==> src/rtl/jtpang_objdma_if.sv <==
// Bus/handshake bundle between the object-RAM DMA engine and the rest of the
// Pang main board: CPU-side trigger, Z80 bus request/acknowledge, video RAM
// read port and object RAM write port.
interface jtpang_objdma_if #(
    parameter int AW = 9
);
    logic          dma_go;
    logic          busak_n;
    logic          busrq_n;
    logic          dma_sel;
    logic [11:0]   src_addr;
    logic [7:0]    src_din;
    logic [AW-1:0] obj_addr;
    logic [7:0]    obj_din;
    logic          obj_we;
    logic          busy;
    logic          done;

    // DMA engine side
    modport master (
        input  dma_go,
        input  busak_n,
        input  src_din,
        output busrq_n,
        output dma_sel,
        output src_addr,
        output obj_addr,
        output obj_din,
        output obj_we,
        output busy,
        output done
    );

    // Board side: CPU decoder, Z80 bus arbiter and RAMs
    modport slave (
        output dma_go,
        output busak_n,
        output src_din,
        input  busrq_n,
        input  dma_sel,
        input  src_addr,
        input  obj_addr,
        input  obj_din,
        input  obj_we,
        input  busy,
        input  done
    );
endinterface

==> src/rtl/jtpang_objdma.sv <==
// Object-RAM DMA engine for the Pang main board.
// On a rising edge of dma_go it requests the Z80 bus, copies 2^AW bytes of
// video RAM (starting at SRC_BASE, wrapping at 4 KB) into the object RAM,
// releases the bus and pulses done. Sprites are therefore drawn from a stable
// snapshot rather than from RAM the CPU may be rewriting.
module jtpang_objdma #(
    parameter int          AW       = 9,
    parameter logic [11:0] SRC_BASE = 12'h000
) (
    input  logic              rst_n,
    input  logic              clk,
    input  logic              cen,
    jtpang_objdma_if.master   bus
);

    // FSM encoding
    localparam logic [1:0] ST_IDLE = 2'd0;
    localparam logic [1:0] ST_REQ  = 2'd1;
    localparam logic [1:0] ST_COPY = 2'd2;
    localparam logic [1:0] ST_REL  = 2'd3;

    // Source address for the byte after index idx, modulo 4 KB.
    function automatic logic [11:0] f_src_next(input logic [AW-1:0] idx);
        logic [11:0] w_idx;
        w_idx = 12'(idx);
        return SRC_BASE + w_idx + 12'd1;
    endfunction

    // State and datapath registers
    logic [1:0]    r_state;
    logic          r_go_d;
    logic          r_pending;
    logic [AW-1:0] r_cnt;
    logic          r_busrq_n;
    logic          r_dma_sel;
    logic [11:0]   r_src_addr;
    logic [AW-1:0] r_obj_addr;
    logic [7:0]    r_obj_din;
    logic          r_obj_we;
    logic          r_busy;
    logic          r_done;

    // Combinational helpers
    logic          w_go_rise;
    logic          w_consume;
    logic          w_granted;
    logic [AW:0]   w_cnt_inc;
    logic          w_last_byte;
    logic [11:0]   w_src_next;

    // Edge detect, request consumption and counter arithmetic.
    always_comb begin
        w_go_rise   = 1'b0;
        w_consume   = 1'b0;
        w_granted   = 1'b0;
        w_cnt_inc   = {(AW+1){1'b0}};
        w_last_byte = 1'b0;
        w_src_next  = 12'd0;

        w_go_rise   = bus.dma_go & ~r_go_d;
        w_granted   = ~bus.busak_n;
        w_cnt_inc   = {1'b0, r_cnt} + {{AW{1'b0}}, 1'b1};
        // Carry out of the AW-bit counter marks the final byte of the window.
        w_last_byte = w_cnt_inc[AW];
        w_src_next  = f_src_next(r_cnt);

        if (cen && (r_state == ST_IDLE) && r_pending) begin
            w_consume = 1'b1;
        end else begin
            w_consume = 1'b0;
        end
    end

    // Sample dma_go every clk so short pulses between cen ticks are not missed.
    always_ff @(posedge clk or negedge rst_n) begin
        if (!rst_n) begin
            r_go_d <= 1'b0;
        end else begin
            r_go_d <= bus.dma_go;
        end
    end

    // One-deep request latch: a new edge wins over a same-cycle consume so that
    // a request arriving exactly as the previous one is accepted is not lost.
    always_ff @(posedge clk or negedge rst_n) begin
        if (!rst_n) begin
            r_pending <= 1'b0;
        end else if (w_go_rise) begin
            r_pending <= 1'b1;
        end else if (w_consume) begin
            r_pending <= 1'b0;
        end
    end

    // Transfer FSM and copy datapath; obj_we and done are single-clk pulses.
    always_ff @(posedge clk or negedge rst_n) begin
        if (!rst_n) begin
            r_state    <= ST_IDLE;
            r_cnt      <= {AW{1'b0}};
            r_busrq_n  <= 1'b1;
            r_dma_sel  <= 1'b0;
            r_src_addr <= SRC_BASE;
            r_obj_addr <= {AW{1'b0}};
            r_obj_din  <= 8'h00;
            r_obj_we   <= 1'b0;
            r_busy     <= 1'b0;
            r_done     <= 1'b0;
        end else begin
            r_obj_we <= 1'b0;
            r_done   <= 1'b0;
            if (cen) begin
                case (r_state)
                    ST_IDLE: begin
                        if (r_pending) begin
                            r_state   <= ST_REQ;
                            r_busrq_n <= 1'b0;
                            r_busy    <= 1'b1;
                        end
                    end
                    ST_REQ: begin
                        // Present the first source address on grant so the
                        // read data is ready at the next cen.
                        if (w_granted) begin
                            r_state    <= ST_COPY;
                            r_dma_sel  <= 1'b1;
                            r_cnt      <= {AW{1'b0}};
                            r_src_addr <= SRC_BASE;
                        end
                    end
                    ST_COPY: begin
                        // Without grant everything holds, so the byte at the
                        // held src_addr is simply re-read on resume.
                        if (w_granted) begin
                            r_obj_din  <= bus.src_din;
                            r_obj_addr <= r_cnt;
                            r_obj_we   <= 1'b1;
                            r_cnt      <= w_cnt_inc[AW-1:0];
                            r_src_addr <= w_src_next;
                            if (w_last_byte) begin
                                r_state   <= ST_REL;
                                r_busrq_n <= 1'b1;
                                r_dma_sel <= 1'b0;
                            end
                        end
                    end
                    ST_REL: begin
                        // Wait for the CPU to take the bus back before done.
                        if (bus.busak_n) begin
                            r_state <= ST_IDLE;
                            r_busy  <= 1'b0;
                            r_done  <= 1'b1;
                        end
                    end
                    default: begin
                        r_state   <= ST_IDLE;
                        r_busrq_n <= 1'b1;
                        r_dma_sel <= 1'b0;
                        r_busy    <= 1'b0;
                    end
                endcase
            end
        end
    end

    assign bus.busrq_n  = r_busrq_n;
    assign bus.dma_sel  = r_dma_sel;
    assign bus.src_addr = r_src_addr;
    assign bus.obj_addr = r_obj_addr;
    assign bus.obj_din  = r_obj_din;
    assign bus.obj_we   = r_obj_we;
    assign bus.busy     = r_busy;
    assign bus.done     = r_done;

endmodule

==> src/flat_wrapper.sv <==
// flat-port wrapper written by rule: the top's interface ports become plain ports
module jtpang_objdma_flat 
#(
    parameter int          AW       = 9,
    parameter logic [11:0] SRC_BASE = 12'h000
)
  (rst_n, clk, cen, bus_dma_go, bus_busak_n, bus_src_din, bus_busrq_n, bus_dma_sel, bus_src_addr, bus_obj_addr, bus_obj_din, bus_obj_we, bus_busy, bus_done);
  jtpang_objdma_if #(.AW(AW)) bus_i ();
  input  logic rst_n;
  input  logic clk;
  input  logic cen;
  input wire logic [$bits(bus_i.dma_go)-1:0] bus_dma_go;
  input wire logic [$bits(bus_i.busak_n)-1:0] bus_busak_n;
  input wire logic [$bits(bus_i.src_din)-1:0] bus_src_din;
  output wire logic [$bits(bus_i.busrq_n)-1:0] bus_busrq_n;
  output wire logic [$bits(bus_i.dma_sel)-1:0] bus_dma_sel;
  output wire logic [$bits(bus_i.src_addr)-1:0] bus_src_addr;
  output wire logic [$bits(bus_i.obj_addr)-1:0] bus_obj_addr;
  output wire logic [$bits(bus_i.obj_din)-1:0] bus_obj_din;
  output wire logic [$bits(bus_i.obj_we)-1:0] bus_obj_we;
  output wire logic [$bits(bus_i.busy)-1:0] bus_busy;
  output wire logic [$bits(bus_i.done)-1:0] bus_done;
  assign bus_i.dma_go = bus_dma_go;
  assign bus_i.busak_n = bus_busak_n;
  assign bus_i.src_din = bus_src_din;
  assign bus_busrq_n = bus_i.busrq_n;
  assign bus_dma_sel = bus_i.dma_sel;
  assign bus_src_addr = bus_i.src_addr;
  assign bus_obj_addr = bus_i.obj_addr;
  assign bus_obj_din = bus_i.obj_din;
  assign bus_obj_we = bus_i.obj_we;
  assign bus_busy = bus_i.busy;
  assign bus_done = bus_i.done;
  jtpang_objdma #(.AW(AW), .SRC_BASE(SRC_BASE)) u_core (.rst_n(rst_n), .clk(clk), .cen(cen), .bus(bus_i));
endmodule
==> config.mk <==
export PLATFORM = sky130hd
export DESIGN_NAME = jtpang_objdma_flat
export DESIGN_NICKNAME = d
export VERILOG_FILES = /design/src/rtl/jtpang_objdma_if.sv /design/src/rtl/jtpang_objdma.sv /design/src/flat_wrapper.sv
export SDC_FILE = /design/constraint.sdc
export NUM_CORES = 1
export LEC_CHECK = 0
export CAP_MARGIN = 0
export CORE_ASPECT_RATIO = 1.2
export CORE_MARGIN = 4
export CORE_UTILIZATION = 38
export CTS_CLUSTER_DIAMETER = 40
export CTS_CLUSTER_SIZE = 16
export DETAILED_ROUTE_END_ITERATION = 7
export GPL_ROUTABILITY_DRIVEN = 0
export PLACE_DENSITY_LB_ADDON = 0.25
export SLEW_MARGIN = 20
export SYNTH_ARGS = -nofsm -noshare
export SYNTH_HDL_FRONTEND = slang
export SYNTH_SLANG_ARGS = --single-unit
==> constraint.sdc <==
create_clock -name clk -period 1.9 [get_ports clk]
set_input_delay 0.38 -clock clk [delete_from_list [all_inputs] [get_ports clk]]
set_output_delay 0.38 -clock clk [all_outputs]
set_load 0.1 [all_outputs]
==> results.sh <==
export IMPL_status="finished clean"
export IMPL_rows=25
export IMPL_h_tree_depth=2
export IMPL_skew_ns=0.00569
export IMPL_reg2reg_depth=6
export IMPL_yosysWarnings=0
export IMPL_hpwl_um=2690
export IMPL_synthFlopType="dfrtp_1"
export IMPL_ys_seq_area_share_pct=54.8
export IMPL_drtIter0Drc=49
export IMPL_holdWs_ns=0.426
export IMPL_syn_avg_cell_area_um2=9.51
export IMPL_grt_pass1_wl_um=6230
export IMPL_wire_per_inst_um=13.1
export IMPL_async_reset_ff_share_pct=100
export IMPL_power_mw=3.52
export IMPL_dieWidth_um=68.1
export IMPL_cp_end_kind="flop"
export IMPL_cts_tree="built"
export IMPL_min_period_ns=1.78
export IMPL_layout_nets=247
export IMPL_crit_arrival_ns=1.95
export IMPL_cts_buffers=5
export IMPL_synth_edf_count=0
export IMPL_grt_pass1_vias=1377
export IMPL_io_pin_count=47
export IMPL_startpoint_type="flop"
export IMPL_path_max_fanout=3
export IMPL_diodes=0
export IMPL_power_density_nw_per_um2=1460
export IMPL_cts_root_buf="clkbuf_8"
export IMPL_r2r_slack_ns=0.12
export IMPL_setup_violations=0
export IMPL_syn_inst=173
export IMPL_grtUsageTotal_pct=15.1
export IMPL_antenna_left=0
export IMPL_core_um2=4070
export IMPL_cts_sinks=36
export IMPL_drc=0
export IMPL_worst_ep_required_time_ns=2.06
export IMPL_rsz0062_at_grt="no"
export IMPL_path_class="reg -> reg"
export IMPL_port_buffer_count=44
export IMPL_tns_ns=0
export IMPL_cp_endpoint="u_core.r_state[1]$_DFFE_PN0P_"
export IMPL_fp_dieH_um=80.1
export IMPL_slew_violations=0
export IMPL_fmax_ghz=0.561
export IMPL_cp_startpoint="u_core.r_state[0]$_DFFE_PN0P_"
export IMPL_grt_start_max_net_pins=37
export IMPL_grt_antenna_before_repair=0
export IMPL_reg2reg_to="u_core.r_state[1]$_DFFE_PN0P_"
export IMPL_syn_area_um2=1650
export IMPL_cts_hold_buf=0
export IMPL_hold_class="reg -> reg"
export IMPL_post_drt_via_cell_ratio=4.90
export IMPL_yosysUniqueCellTypes=35
export IMPL_fin_crit_sh_pct=93.8
export IMPL_start_util_pct=40.5
export IMPL_ys_ff_latch=36
export IMPL_clockBufferDepth=2
export IMPL_p_leak_nw=1.18
export IMPL_dr_pass1_iters=4
export IMPL_path_clk_slew_ns=0.07
export IMPL_holdPathStages=1
export IMPL_crit_reg2reg_launch="u_core.r_state[0]$_DFFE_PN0P_"
export IMPL_vias=1386
export IMPL_overflow=0
export IMPL_design_die_area_um2=5450
export IMPL_routed_wl_um=3720
export IMPL_final_layout_size_suffix_gt1_share_pct=30.1
export IMPL_area_delta_synth_final_pct=46.7
export IMPL_insertion_delay_ns=0.28
export IMPL_peakVddDrop_mv=0.717
export IMPL_drv_cap=0
export IMPL_finalHoldViolations=0
[worst max-delay path, cell delays in order (launching register included)]
cell      delay, ns
dfrtp_1        0.39
buf_4          0.15
ha_1           0.21
o21ai_1        0.20
nand4b_1       0.20
a21oi_2        0.18
mux2_1         0.33
[stage by stage]
stage	util [%]	worst slack (ns)	area, µm²	std cells
after floorplan	-	0.161	1660	174
after global placement	56.4	0.118	2290	272
after detailed placement	56.4	0.0665	2290	272
after CTS	58.7	0.118	2390	280
after global routing	59.4	0.00917	2410	283
final	59.4	0.117	2410	283
[layer usage]
metal / GRT usage [%] / routed length, µm
met4: 7.95 / 74
met5: 0 / 0
met3: 4.62 / 260
met1: 18.3 / 1620
met2: 23.7 / 1760
[cells in the final DEF (no fill, tap or decap), types with 2 or more instances in the layout]
cell type / count
o31ai_1: 4
o21ai_1: 4
nor3_1: 2
nand2_1: 60
clkdlybuf4s50_1: 12
clkbuf_8: 6
nor2_1: 3
o21ai_0: 12
and3_1: 4
buf_12: 16
ha_1: 6
buf_4: 27
a31oi_1: 4
conb_1: 2
dfrtp_2: 9
dfrtp_1: 26
nand3_1: 6
nand3_2: 2
inv_1: 4
[Yosys cell counts, types with 2 or more instances]
cell / number / share of area, %
a31oi_1: 4 / 1.5
and3_1: 4 / 1.5
buf_2: 3 / 0.91
buf_4: 4 / 1.8
dfrtp_1: 35 / 53
ha_1: 6 / 4.6
inv_1: 4 / 0.91
nand2_1: 60 / 14
nand3_1: 7 / 2.1
nor2_1: 3 / 0.68
nor3_1: 2 / 0.61
o21ai_0: 12 / 3.7
o21ai_1: 4 / 1.2
o31ai_1: 4 / 1.8
[cells by family after synthesis]
kind of cell | share of synthesized area [%]
and+or+nand+nor | 23.0
adders and majority gates | 4.56
DFF | 54.8
other | 0.228
muxes | 0.684
AOI/OAI and AO/OA | 12.2
buffers and inverters | 4.56
[power breakdown]
part           internal, mW  switching (mW)  total [mW]
clock network         0.294           0.262       0.557
registers             0.931           0.125        1.06
logic                 0.506            1.40        1.91
[area by class of cell]
cell class	count	area (µm²)
Multi-Input combinational cell	125	677
Fill cell	362	1650
Timing Repair Buffer	55	643
Clock buffer	7	86.3
Clock inverter	1	7.51
Sequential cell	36	913
Tap cell	54	67.6
Inverter	5	18.8
[what timing repair did]
item | 4_1_cts | 5_1_grt
endpoints found under the setup margin | 0 | 3
endpoints found under the hold margin | 0 | 0
gates resized for setup | 0 | 1
buffers inserted | 0 | 3
[worst min path at each step]
stage | from | end | slack [ns]
floorplan | rst_n | u_core.bus.busy$_DFFE_PN0P_ | 0.08
global placement | u_core.r_go_d$_DFF_PN0_ | u_core.r_pending$_DFFE_PN0P_ | 0.40
detailed placement | u_core.r_go_d$_DFF_PN0_ | u_core.r_pending$_DFFE_PN0P_ | 0.43
CTS | u_core.r_go_d$_DFF_PN0_ | u_core.r_pending$_DFFE_PN0P_ | 0.44
global route | u_core.r_go_d$_DFF_PN0_ | u_core.r_pending$_DFFE_PN0P_ | 0.47
finish | u_core.r_go_d$_DFF_PN0_ | u_core.r_pending$_DFFE_PN0P_ | 0.43
[sequential cells by signal (all words and copies together) (netlist names)]
register             cells
u_core.bus.busrq_n       1
u_core.r_state           2
u_core.bus.busy          1
u_core.bus.obj_addr      9
u_core.r_go_d            1
u_core.bus.src_addr      2
u_core.r_cnt             8
u_core.r_pending         1
u_core.bus.done          1
u_core.bus.obj_din       8
u_core.bus.obj_we        1
u_core.bus.dma_sel       1
No activity file was read; power rests on OpenSTA's default activity.
